[src/rtl/fetch_sequencer.sv]
// rtl/fetch_sequencer.sv - instruction fetch sequencer: PC, imem issue, response FIFO, decode handshake
// Optional misaligned-redirect trap: define FETCH_MISALIGN_TRAP_EN.
module fetch_sequencer #(
  parameter logic [31:0] RESET_PC     = 32'h0000_0000,
  parameter int          IMEM_LATENCY = 1,
  parameter int          FIFO_DEPTH   = 2
) (
  input  logic        clk,
  input  logic        rst_n,
  output logic [31:0] imem_addr,
  output logic        imem_req,
  input  logic [31:0] imem_rdata,
  output logic        if_valid,
  input  logic        if_ready,
  output logic [31:0] if_pc,
  output logic [31:0] if_instr,
  input  logic        redirect_valid,
  input  logic [31:0] redirect_pc,
  input  logic        halt,
`ifdef FETCH_MISALIGN_TRAP_EN
  output logic        fetch_fault,
`endif
  output logic        busy
);

  localparam int PW = (FIFO_DEPTH > 1) ? $clog2(FIFO_DEPTH) : 1;
  localparam int CW = $clog2(FIFO_DEPTH + 1);
  localparam int OW = 5;
  localparam int SW = (IMEM_LATENCY > 0) ? IMEM_LATENCY : 1;

`ifdef FETCH_MISALIGN_TRAP_EN
  typedef enum logic [1:0] {S_BOOT, S_RUN, S_HALT, S_FAULT} state_t;
`else
  typedef enum logic [1:0] {S_BOOT, S_RUN, S_HALT} state_t;
`endif

  state_t          state_q;
  logic [31:0]     pc_q;
  logic [31:0]     fifo_pc    [FIFO_DEPTH];
  logic [31:0]     fifo_instr [FIFO_DEPTH];
  logic [PW-1:0]   rd_ptr;
  logic [PW-1:0]   wr_ptr;
  logic [CW-1:0]   count;
  logic            push;
  logic            pop;
  logic            issue;
  logic            flush;
  logic            fault_hold;
  logic [31:0]     push_pc;
  logic [OW-1:0]   inflight_n;
  logic [OW-1:0]   occupancy;

`ifdef FETCH_MISALIGN_TRAP_EN
  logic misalign;
  assign misalign   = redirect_valid && (redirect_pc[1:0] != 2'b00);
  assign fault_hold = (state_q == S_FAULT);
`else
  assign fault_hold = 1'b0;
`endif

  function automatic logic [PW-1:0] next_ptr(input logic [PW-1:0] p);
    return (p == PW'(FIFO_DEPTH - 1)) ? '0 : p + PW'(1);
  endfunction

  assign flush    = redirect_valid;
  assign if_valid = (count != '0) && !redirect_valid && !fault_hold;
  assign pop      = if_valid && if_ready;
  assign if_pc    = fifo_pc[rd_ptr];
  assign if_instr = fifo_instr[rd_ptr];
  assign busy     = (inflight_n != '0) || (count != '0);

  // The entry popped this cycle frees its slot in time for a fetch issued now.
  assign occupancy = inflight_n + OW'(count) - OW'(pop);
  assign issue     = (state_q == S_RUN) && !halt && !redirect_valid &&
                     (occupancy < OW'(FIFO_DEPTH));
  assign imem_req  = issue;
  assign imem_addr = pc_q;

  generate
    if (IMEM_LATENCY == 0) begin : g_comb_rom
      assign push       = issue;
      assign push_pc    = pc_q;
      assign inflight_n = '0;
    end else begin : g_pipe
      logic [SW-1:0] stage_v;
      logic [31:0]   stage_pc [SW];

      always_ff @(posedge clk or negedge rst_n) begin
        if (!rst_n) begin
          stage_v <= '0;
          for (int i = 0; i < SW; i++) stage_pc[i] <= '0;
        end else begin
          if (flush) begin
            stage_v <= '0;
          end else begin
            stage_v[0] <= issue;
            for (int i = 1; i < SW; i++) stage_v[i] <= stage_v[i-1];
          end
          stage_pc[0] <= pc_q;
          for (int i = 1; i < SW; i++) stage_pc[i] <= stage_pc[i-1];
        end
      end

      always_comb begin
        inflight_n = '0;
        for (int i = 0; i < SW; i++) inflight_n = inflight_n + OW'(stage_v[i]);
      end

      assign push    = stage_v[SW-1] && !flush;
      assign push_pc = stage_pc[SW-1];
    end
  endgenerate

  always_ff @(posedge clk or negedge rst_n) begin
    if (!rst_n) begin
      rd_ptr <= '0;
      wr_ptr <= '0;
      count  <= '0;
      for (int i = 0; i < FIFO_DEPTH; i++) begin
        fifo_pc[i]    <= '0;
        fifo_instr[i] <= '0;
      end
    end else if (flush) begin
      rd_ptr <= '0;
      wr_ptr <= '0;
      count  <= '0;
    end else begin
      if (push) begin
        fifo_pc[wr_ptr]    <= push_pc;
        fifo_instr[wr_ptr] <= imem_rdata;
        wr_ptr             <= next_ptr(wr_ptr);
      end
      if (pop) rd_ptr <= next_ptr(rd_ptr);
      count <= count + CW'(push) - CW'(pop);
    end
  end

  always @(posedge clk) begin
    if (rst_n && !flush && push && !pop) assert (count != CW'(FIFO_DEPTH));
  end

  always_ff @(posedge clk or negedge rst_n) begin
    if (!rst_n) begin
      pc_q    <= RESET_PC;
      state_q <= S_BOOT;
`ifdef FETCH_MISALIGN_TRAP_EN
      fetch_fault <= 1'b0;
`endif
    end else begin
      if (redirect_valid) pc_q <= redirect_pc & ~32'd3;
      else if (issue)     pc_q <= pc_q + 32'd4;

`ifdef FETCH_MISALIGN_TRAP_EN
      if (misalign) begin
        state_q     <= S_FAULT;
        fetch_fault <= 1'b1;
      end else
`endif
      case (state_q)
        S_BOOT: state_q <= S_RUN;
        S_RUN:  if (halt) state_q <= S_HALT;
        S_HALT: if (!halt) state_q <= S_RUN;
`ifdef FETCH_MISALIGN_TRAP_EN
        S_FAULT: begin
          if (redirect_valid) begin
            fetch_fault <= 1'b0;
            state_q     <= halt ? S_HALT : S_RUN;
          end
        end
`endif
        default: state_q <= S_BOOT;
      endcase
    end
  end

endmodule

[config.mk]
export PLATFORM = sky130hd
export DESIGN_NAME = fetch_sequencer
export DESIGN_NICKNAME = d
export VERILOG_FILES = /design/src/rtl/fetch_sequencer.sv
export SDC_FILE = /design/constraint.sdc
export NUM_CORES = 1
export LEC_CHECK = 0
export ABC_AREA = 1
export CAP_MARGIN = 30
export CORE_MARGIN = 2
export CORE_UTILIZATION = 56
export DETAILED_ROUTE_END_ITERATION = 10
export PLACE_DENSITY = 0.85
export SLEW_MARGIN = 40
export SYNTH_ARGS = -nofsm -noshare
export SYNTH_HDL_FRONTEND = slang
export SYNTH_SLANG_ARGS = --single-unit
export TNS_END_PERCENT = 50
[constraint.sdc]
create_clock -name clk -period 3.95 [get_ports clk]
set_input_delay 0.79 -clock clk [delete_from_list [all_inputs] [get_ports clk]]
set_output_delay 0.79 -clock clk [all_outputs]
set_load 0.01 [all_outputs]
## After elaboration in Yosys (flattened, before gate mapping)

Cells that the tools add are included.

| operators by class | value |
|---|---|
| add/sub/neg operators | 7 |
| mux-type cells | 23 |
| reductions and logical operators | 17 |
| bitwise logic cells | 3 |
| $lt $le $gt $ge | 4 |
| equal/unequal tests | 4 |

Operator list:

| kind | number |
|---|---|
| 32-bit 2-to-1 mux | 9 |
| 64-bit bitwise mux | 2 |
| 32-bit by 3-bit adder with 32-bit output (second input constant) | 1 |
| 32-bit demux with 1-bit select | 1 |
| 2-bit nonzero test | 4 |
| 1-bit logical AND | 7 |
| 1-bit 2-to-1 mux | 7 |
| 2-bit 2-to-1 mux | 3 |
| 2-bit one-hot mux with 3 select lines | 1 |
| 5-bit by 2-bit < comparator with 1-bit output (second input constant) | 1 |
| 2-bit >= comparator (second input constant) | 2 |
| 2-bit != test (second input constant) | 2 |
| 1-bit inverter with 2-bit output | 2 |
| 2-bit AND reduction | 2 |
| 3-bit by 1-bit subtractor with 4-bit output | 1 |
| 1-bit by 2-bit adder with 3-bit output | 1 |
| 1-bit adder (second input constant) | 2 |
| 2-bit by 1-bit adder with 2-bit output | 1 |
| 2-bit by 1-bit equality test with 1-bit output (second input constant) | 1 |
| 2-bit equality test (second input constant) | 1 |
| 1-bit zero test | 2 |
| 2-bit zero test | 1 |
| 2-bit by 1-bit < comparator with 1-bit output (second input constant) | 1 |
| 2-bit by 1-bit subtractor with 2-bit output | 1 |
| other kinds (2) | 2 |

| word-level totals | value |
|---|---|
| bits in registers | 199 |
| output and inout port bits | 99 |

## Depth between registers and ports, before layout

| logic depth | value |
|---|---|
| depth after elaboration | 8 |
| depth in mapped cells | 14 |
| mapped depth without buffers | 14 |

## Worst setup path before layout

No wires, ideal clock.

| path | value |
|---|---|
| path type | input-to-output |
| start | input redirect_valid |
| end | output imem_req |
| slack | 0.770 ns |
| required time | 3.160 ns |
| stages on the path | 11 |
| arrival | 2.390 ns |
| buffers on the path | 3 |
| cell sequence | buf_4 -> inv_2 -> buf_6 -> nand4_1 -> nand3_2 -> inv_1 -> fa_1 -> a21oi_1 -> nand4_1 -> a21oi_2 -> buf_2 |

| between the ends | value |
|---|---|
| word-level cells in the longest chain between the ends | 6 |
| elaborated cells on any way between the ends | 7 |
| those cells by class | add/sub (1); order compare (1); reduce/logical (5) |

Ends and longest elaborated chain:

| item | RTL line | source |
|---|---|---|
| start, declared | 17 | `input logic redirect_valid,` |
| 1-bit zero test (*) | n/a |  |
| 1-bit logical AND | 66 | `assign if_valid = (count != '0) && !redirect_valid && !fault_hold;` |
| 1-bit logical AND | 67 | `assign pop = if_valid && if_ready;` |
| 3-bit by 1-bit subtractor with 4-bit output | 73 | `assign occupancy = inflight_n + OW'(count) - OW'(pop);` |
| 5-bit by 2-bit < comparator with 1-bit output | 75 | `(occupancy < OW'(FIFO_DEPTH));` |
| 1-bit logical AND (*) | 74 | `assign issue = (state_q == S_RUN) && !halt && !redirect_valid &&` |
| end, declared | 11 | `output logic imem_req,` |

Every way passes the cells marked *; elsewhere a longest branch is shown, timed or not.

## Worst setup path after layout

Same ends and word-level chain as after synthesis.

==> qor.yml <==
sta:
  worst_slew_pin_slew_ps: 640
  fin_skew_ps: 8.57
  hold_ws_ps: 371
  rsz0062_at_grt: "false"
  fin_ws_ps: 267
  finalHoldViolCount: 0
  fin_crit_sh_pct: 93.3
  maxSlewViolCount: 0
  finalSetupViolations: 0
  slew_headroom_pct: 57.4
  min_period_ps: 3680
  fmax_mhz: 271
clocking:
  cts_root_buf: "clkbuf_16"
  cts_buffer_depth: 2
  cts_tree: "built"
  clk_latency_ps: 430
  cts_buffers: 17
  clock_sinks: 191
  cts_hold_buf: 0
  clkTransAtPathRegs_ps: 70
  h-tree-depth: 4
global_routing:
  overflow: 0
  antenna_found_initial: 0
  grt_max_degree: 83
  track_usage_pct: 26.5
  first_global_vias: 7004
  grt_pass1_wl_mm: 34.3
synth:
  synth-compound-area-share_pct: 7.62
  synth_commonest_cells: "nand2_1, dfrtp_1, o21ai_0"
  yosysWarnings: 0
  synthArstFlopShare_pct: 100
  netlist_area_um2: 8710
  ys_seq_elements: 191
  yosys-top-cells-area: "dfrtp_1, nand2_1, mux2_2"
  synth_xor_area_share_pct: 1.71
  synth_mux_area_share_pct: 8.01
  synth_top_flop_cell: "dfrtp_1"
  synthSimpleGateAreaFrac_pct: 19.9
  synth_top_cell_by_area: "dfrtp_1"
  ys_seq_area_share_pct: 54.9
  netlist_instances: 965
  yosys.area_share.adder_pct: 0.804
  synth_top_family_by_area: "simple AND/OR/NAND/NOR gates"
  synth-edff-count: 0
  netlist.area_leader.share_pct: 54.9
  yosys.cell_types.count: 27
  synth.avg_cell_area_um2: 9.03
  yosysMostFrequentCell: "nand2_1"
routing:
  wirelength_mm: 21.0
  num_vias: 7137
  drc: 0
  viasPerCell: 5.44
  ant_nets: 0
  drt_pass1_iterations: 5
  wl_per_cell_um: 16.0
  drt-initial-drc-count: 592
layout:
  syn2layout_area_growth_pct: 26.9
  drive_above_1_share_pct: 10.8
  n_antenna_cell: 0
  fin_nets: 1186
  final_area_um2: 11100
  layoutNonFillerInstCount: 1313
critical_path:
  max_stage_delay_ps: 460
  required_ps: 3160
  path_cells: "clkdlybuf4s50_1 > inv_2 > nand3_2 > nor2_1 > inv_1 > fa_1 > a21oi_1 > nand4_1 > a21oi_2 > dlygate4sd2_1"
  path_class: "input port to primary output"
  worstSetupEndpointType: "primary output"
  cp_max_fo: 4
  cpMaxStageDelayCell: "fa_1"
  crit_arrival_ps: 2890
  critPathLaunchType: "input port"
floorplanning:
  dieArea_um2: 16600
  initial_utilization_pct: 57.3
  die-width_um: 129
  pin_count: 168
  rows: 45
  core_um2: 15200
  die_h_um: 129
place:
  dp_cells: 1281
  dpl-instance-area_um2: 10500
  post-place-ws_ps: -13.9
  portBuffers: 161
  place.gp.congestion: 0.892
  dp_hpwl_mm: 13.8
run:
  max-cap-violations: 0
run_status:
  status: "complete, no violations"
pwr:
  powerDensity_nw_per_um2: 639
  total_power_mw: 7.07
  max-vdd-ir-drop_uv: 367
  leakage_nw: 5.20
worst_hold_path:
  hp-class: "input port to async pin"
==> registers in the layout, indices dropped and copies added (netlist names) <==
name and count:
fifo_pc 60, rd_ptr 1, g_pipe.stage_pc 30, g_pipe.stage_v 1, imem_addr 30, wr_ptr 1, count 2, fifo_instr 64
state_q 2
==> worst paths after layout <==
kind | end | from | depth (start not counted) | slack, ps
setup reg to reg | imem_addr[17] | count[1] | 14 | 1180
hold / removal | imem_addr[16] | rst_n | 1 | 370
min in group clk | fifo_pc[55] | fifo_pc[55] | 2 | 480
setup / recovery | imem_req | redirect_valid | 10 | 270
max in group asynchronous | fifo_pc[23] | rst_n | 2 | 2720
hold reg to reg | fifo_pc[55] | fifo_pc[55] | 2 | 480
==> metrics by stage <==
stage / util, % / setup TNS [ps]
3_5_place_dp: 68.9 / -13.9
5_1_grt: 72.7 / 0
4_1_cts: 72.7 / 0
6_report: 72.7 / 0
2_1_floorplan: - / 0
3_3_place_gp: 68.8 / 0
==> report_power, final <==
part / leakage, nW / internal (mW) / switching (mW)
clock: 0.277 / 0.940 / 0.760
sequential: 2.45 / 2.58 / 0.439
combinational: 2.47 / 1.29 / 1.07
total: 5.20 / 4.81 / 2.26
==> layer usage <==
layer / routed length [µm] / part of all wire, % / GRT usage, %
met3: 1380 / 6.6 / 5.07
met2: 10100 / 48 / 42.6
met1: 8770 / 42 / 35.3
met5: 0 / 0 / 0
met4: 687 / 3.3 / 12.2
==> cell type report <==
class,count,area (µm²)
clock buffers,17,425
clock inverters,15,161
fillers,1121,4140
inverters,83,312
multi-input cells,642,3350
flip-flops and latches,191,4780
well taps,188,235
repair buffers,177,1800
==> critical path: cells and delay by family <==
kind,cells,cell delay (ps)
compound gates,2,320
buf+inv,4,920
fa+ha+maj,1,460
simple gates,3,410
==> cells by family (layout without fill, tap and decap cells) <==
logic type	count (synthesis)	after routing
other	1	4
flip-flops	191	191
multiplexers	62	62
adder cells (fa/ha/maj)	5	5
AO/OA/AOI/OAI	132	132
XOR/XNOR	17	17
AND/OR/NAND/NOR	422	422
buffers and inverters	135	292
==> what timing repair did <==
action	in CTS	in global routing
resized for setup	1	0
buffers inserted	0	0
endpoints found under the setup margin	1	0
==> layout by cell type (no fill, tap or decap), types with 2 or more instances in the layout <==
| master | n |
|---|---|
| nand3_2 | 2 |
| ha_1 | 4 |
| mux2_2 | 62 |
| bufinv_16 | 2 |
| nand4_1 | 2 |
| inv_2 | 2 |
| o21ai_0 | 125 |
| nand3b_1 | 13 |
| inv_1 | 81 |
| nand3_1 | 62 |
| nor2_1 | 52 |
| dfrtp_1 | 190 |
| clkbuf_16 | 17 |
| clkinv_2 | 2 |
| xnor2_1 | 5 |
| conb_1 | 4 |
| clkinv_4 | 3 |
| buf_12 | 5 |
| inv_6 | 4 |
| buf_4 | 11 |
| a21oi_1 | 3 |
| clkinvlp_4 | 4 |
| nand2_1 | 287 |
| xor2_1 | 12 |
| o21ai_1 | 3 |
| clkdlybuf4s50_1 | 159 |
(Power assumes the default switching activity.)
==> edit 1 (config.mk and constraints unchanged) <==
Encoding of `state_t`: now one-hot (3 bits for 3 states).
--- a/src/rtl/fetch_sequencer.sv
+++ b/src/rtl/fetch_sequencer.sv
@@ -31,7 +31,7 @@
 `ifdef FETCH_MISALIGN_TRAP_EN
   typedef enum logic [1:0] {S_BOOT, S_RUN, S_HALT, S_FAULT} state_t;
 `else
-  typedef enum logic [1:0] {S_BOOT, S_RUN, S_HALT} state_t;
+  typedef enum logic [2:0] {S_BOOT = 3'b001, S_RUN = 3'b010, S_HALT = 3'b100} state_t;
 `endif
 
   state_t          state_q;
Check against the original RTL: same outputs for any inputs over 4 cycles, from zero or initial values and one cycle with rst_n low; so few cycles prove little.
==> edit 1 against the unedited design <==
- final cell count rose by 2.7%
- via count fell by 1.3%
- sequential cell count rose by 1
- wire length fell by 2.9%
- synthesized cell count rose by 1.2%
- area after synthesis rose by 0.88%
- final area rose by 1.3%
- non-clock buffer count rose by 1
- global-route usage fell by 1.1 points
- worst setup slack got worse by 48 ps
- critical path depth rose by 3
- core utilization rose by 0.70 points
- total power fell by 7.2%
- critical endpoint unchanged
- highest routed layer unchanged
==> edit 1: results (changes against the unedited design) <==
Layout
  – Clock buffer cells: 23 (+6)
  – NonClk Buf Share: 0.162 (-0.000799)
  – Diodes inserted: 0 (unchanged)
  – Top Registers: fifo_instr x64, fifo_pc x60
  – Clk tree area frac: 0.0549 (+0.00187)
  – Invs w/o clock: 85 (+2.4%)
  – Seq/total area: 0.429 (-0.00335)
  – Multi-input logic area: 3390 um2 (+1.2%)
  – Filler Cell Count: 1065 (-5.0%)
  – Share of cells above drive strength 1: 0.106 (-0.00114)
  – Fin nets: 1199 (+1.1%)
  – Non-CTS buffers: 178 (+0.56%)
  – Seq Cell Count: 192 (+0.52%)
  – Count of multi-input gates: 651 (+1.4%)

Yosys
  – Yosys warns: 0 (unchanged)
  – Main area contributors after synthesis: dfrtp_1, nand2_1, mux2_2
  – Async set or reset register ratio after synthesis: 1.00 (unchanged)
  – Netlist cell types: 31 (+15%)
  – Most common flop cell mapped by yosys: dfrtp_1
  – Cell area after synthesis: 8790 um2 (+0.88%)
  – Sequential fraction of the synthesis area: 0.547 (-0.00177)
  – Commonest cells in the netlist: nand2_1, dfrtp_1, o21ai_0

Clock tree
  – Htree depth: 4 (unchanged)
  – Post-CTS Repair Setup Buffers: 0 (unchanged)
  – Number of CTS-inserted buffers: 17 (unchanged)
  – Clk buf depth: 2 (unchanged)
  – Worst-skew pair later-pin latency: 430 ps (about the same)
  – CTS clk-pin slew, worst paths: 70 ps (about the same)
  – Post-CTS Resized: 1 (unchanged)
  – CTS root buffer: clkbuf_16

Worst setup path
  – Worst path slowest cell: clkdlybuf4s50_1
  – Max incr delay on CP: 430 ps (-30 ps)
  – Arr. time, crit path: 2940 ps (+50 ps)
  – Flop-to-flop setup slack: 1370 ps (+190 ps)
  – CP max FO: 4 (unchanged)
  – Critical path's top delay family: buffers and inverters

Placed design
  – DP Area: 10600 um2 (+1.1%)
  – Final HPWL DP: 13600 um (-1.7%)
  – Gp weighted congestion: 0.877 (-1.7%)
  – # port buffers: 161 (unchanged)

Power
  – P_leak: 5.26 nW (+1.2%)
  – Sw Share: 0.293 (-0.0273)
  – VDD IR-drop max: 0.367 mV (about the same)

Outcome
  – Status: completed

GRT
  – Vias in the first global route: 6824 (-2.6%)
  – Total track usage: 0.254 (-0.0114)
  – Number of antenna violations at the first check in global routing: 0 (unchanged)
  – First-pass GRT wire length: 33400 um (-2.7%)
  – Pin count of the biggest net entering global routing: 88 (+6.0%)

Route
  – DRT iter0 DRCs: 525 (-11%)
  – Total Routed Length: 20300 um (-2.9%)
  – DR pass1 iterations: 5 (unchanged)
  – Vias per Instance: 5.22 (-3.9%)

Timing
  – Relative slew slack: 0.504 (-0.0698)
  – Final Skew: 15.0 ps (+6.45 ps)

Worst hold path
  – HP Class: in2async
edit 1: cell types whose count changed after synthesis, moves of 2 or more:
cell and change:
a21oi_1 -2, nor2_1 +6, xor2_1 -2, inv_1 +2, nand3_1 +2, o21ai_0 -6
o21ai_1 +5, nand2_1 +3
edit 1: logic make-up after synthesis:
group	Yosys count	synth area share
DFF	192	0.547
xor gates and xnor gates	16	0.0159
buffers and inverters	137	0.0709
AOI/OAI and AO/OA	131	0.0757
and+or+nand+nor	433	0.203
adders and majority gates	5	0.00797
other	1	0.000427
muxes	62	0.0794
edit 1: per-layer routing:
metal	part of all wire	up-vias	track usage
met5	0	-	0
met4	0.016	0	0.0703
met3	0.064	29	0.0491
met2	0.47	273	0.397
met1	0.45	3330	0.367
li1	-	3411	-
edit 1: power by group through the flow:
stage | registers, mW | logic, mW | clock network (mW)
2_1_floorplan | 2.70 | 1.01 | 0
3_3_place_gp | 2.76 | 1.97 | 0
3_5_place_dp | 2.79 | 2.02 | 0
4_1_cts | 2.76 | 2.05 | 1.80
5_1_grt | 2.83 | 2.23 | 1.89
6_report | 2.77 | 2.02 | 1.78
edit 1: path summary, 6_finish.rpt:
kind,startpoint,endpoint,cells past startpoint
worst max-delay path,redirect_valid,imem_req,13
worst min-delay path,rst_n,imem_addr[21],1
worst max register to register,count[1],imem_addr[29],15
worst min register to register,fifo_pc[63],fifo_pc[63],2
max in group asynchronous,rst_n,fifo_pc[34],2
min in group clk,fifo_pc[63],fifo_pc[63],2
edit 1: through the flow:
stage	hold WS, ps	setup slack, ps	util	std cells
2_1_floorplan	448	693	-	980
4_1_cts	436	180	0.734	1348
3_5_place_dp	469	-70.0	0.694	1317
3_3_place_gp	460	-28.1	0.691	1315
6_report	394	219	0.734	1348
5_1_grt	457	-15.9	0.734	1348
==> edit 2 (same settings) <==
Made on the original files. Change the localparam `OW` from 5 to 4.
--- a/src/rtl/fetch_sequencer.sv
+++ b/src/rtl/fetch_sequencer.sv
@@ -25,7 +25,7 @@
 
   localparam int PW = (FIFO_DEPTH > 1) ? $clog2(FIFO_DEPTH) : 1;
   localparam int CW = $clog2(FIFO_DEPTH + 1);
-  localparam int OW = 5;
+  localparam int OW = 4;
   localparam int SW = (IMEM_LATENCY > 0) ? IMEM_LATENCY : 1;
 
 `ifdef FETCH_MISALIGN_TRAP_EN
Function: kept (Yosys induction, for registers that start in step).
==> edit 2 against the unedited design <==
- count of clock-buffer cells in the layout is 4 higher
- die area grew 0.61%
- final area grew 1.3%
- area after synthesis up 0.63%
- register-to-register slack got worse by 120 ps
- total power up 0.59%
- sequential cell count is the same
- wire length shrank 3.5%
- worst setup slack better by 45 ps
- sequential power about the same
- largest power group unchanged
- highest routed layer unchanged
==> edit 2: results (changes against the unedited design) <==
Route
  – WL/cell: 14.6 um (-8.6%)
  – Met1 wire length: 8750 um (-0.14%)
  – Met3 WL: 1480 um (+7.0%)
  – DR vias: 7270 (+1.9%)
  – Total Routed Length: 20200 um (-3.5%)
  – Routed met2 length: 9360 um (-7.5%)
  – DRT iter0 DRCs: 653 (+10%)

Worst setup path
  – Reg2reg end: imem_addr[10]
  – Arr. time, crit path: 2850 ps (-40 ps)
  – R2R depth: 12 (-2)
  – Flop-to-flop setup slack: 1060 ps (-120 ps)

GRT
  – Met2 GRT Util: 0.397 (-0.0295)
  – Total track usage: 0.253 (-0.0123)
  – Vias in the first global route: 7032 (+0.40%)
  – First-pass GRT wire length: 33400 um (-2.8%)
  – GR Layer Usage met3: 0.0483 (-0.00242)

Placed design
  – Gp weighted congestion: 0.928 (+3.9%)
  – Inst Count DP: 1355 (+5.8%)
  – DP Area: 10600 um2 (+1.2%)
  – Final HPWL DP: 13600 um (-1.3%)

Yosys
  – Post-synthesis xor/xnor area fraction: 0.0110 (-0.00610)
  – Post-synthesis adder-cell area fraction: 0.00514 (-0.00290)
  – Main area contributors after synthesis: dfrtp_1, nand2_1, mux2_2
  – Synthesized area per cell: 8.69 um2 (-3.8%)
  – Sequential fraction of the synthesis area: 0.545 (-0.00344)
  – Netlist cell types: 30 (+11%)
  – Post-synthesis mux area share: 0.0796 (-0.000503)

Outcome
  – Status: completed

Timing
  – Final Skew: 7.39 ps (-1.18 ps)
  – WHS: 375 ps (+3.69 ps)

Layout
  – Filler Cell Count: 1110 (-0.98%)
  – Share of cells above drive strength 1: 0.107 (-0.000322)
  – Fin nets: 1235 (+4.1%)

Power
  – Sw Share: 0.309 (-0.0111)
  – Clock power share: 0.245 (+0.005)

Clock tree
  – Post-CTS Resized: 2 (+1)
[edit 2: cell count changes after synthesis, moves of 3 or more]
| cell | unedited run | this run |
|---|---|---|
| inv_1 | 81 | 103 |
| o21ai_1 | 3 | 0 |
| xor2_1 | 12 | 6 |
| o21bai_1 | 0 | 3 |
| nand2_1 | 287 | 329 |
| nand3_1 | 63 | 54 |
| clkinv_1 | 0 | 4 |
| buf_6 | 8 | 1 |
| buf_2 | 18 | 23 |
| nand3b_1 | 13 | 0 |
[edit 2: per-stage QoR]
stage               setup WS [ps]  power (mW)
global placement            -46.5        5.29
global route                  115        7.55
finish                        312        7.11
detailed placement          -81.8        5.39
CTS                           274        7.15
floorplan                     516        4.16
[edit 2: area by class of cell]
type	instances	area [um2]	share of cell area
inverters	108	407	0.0363
clock buffers	21	470	0.0420
well taps	211	264	0.0236
flip-flops and latches	191	4780	0.427
multi-input cells	665	3360	0.300
repair buffers	180	1780	0.159
clock inverters	10	136	0.0122
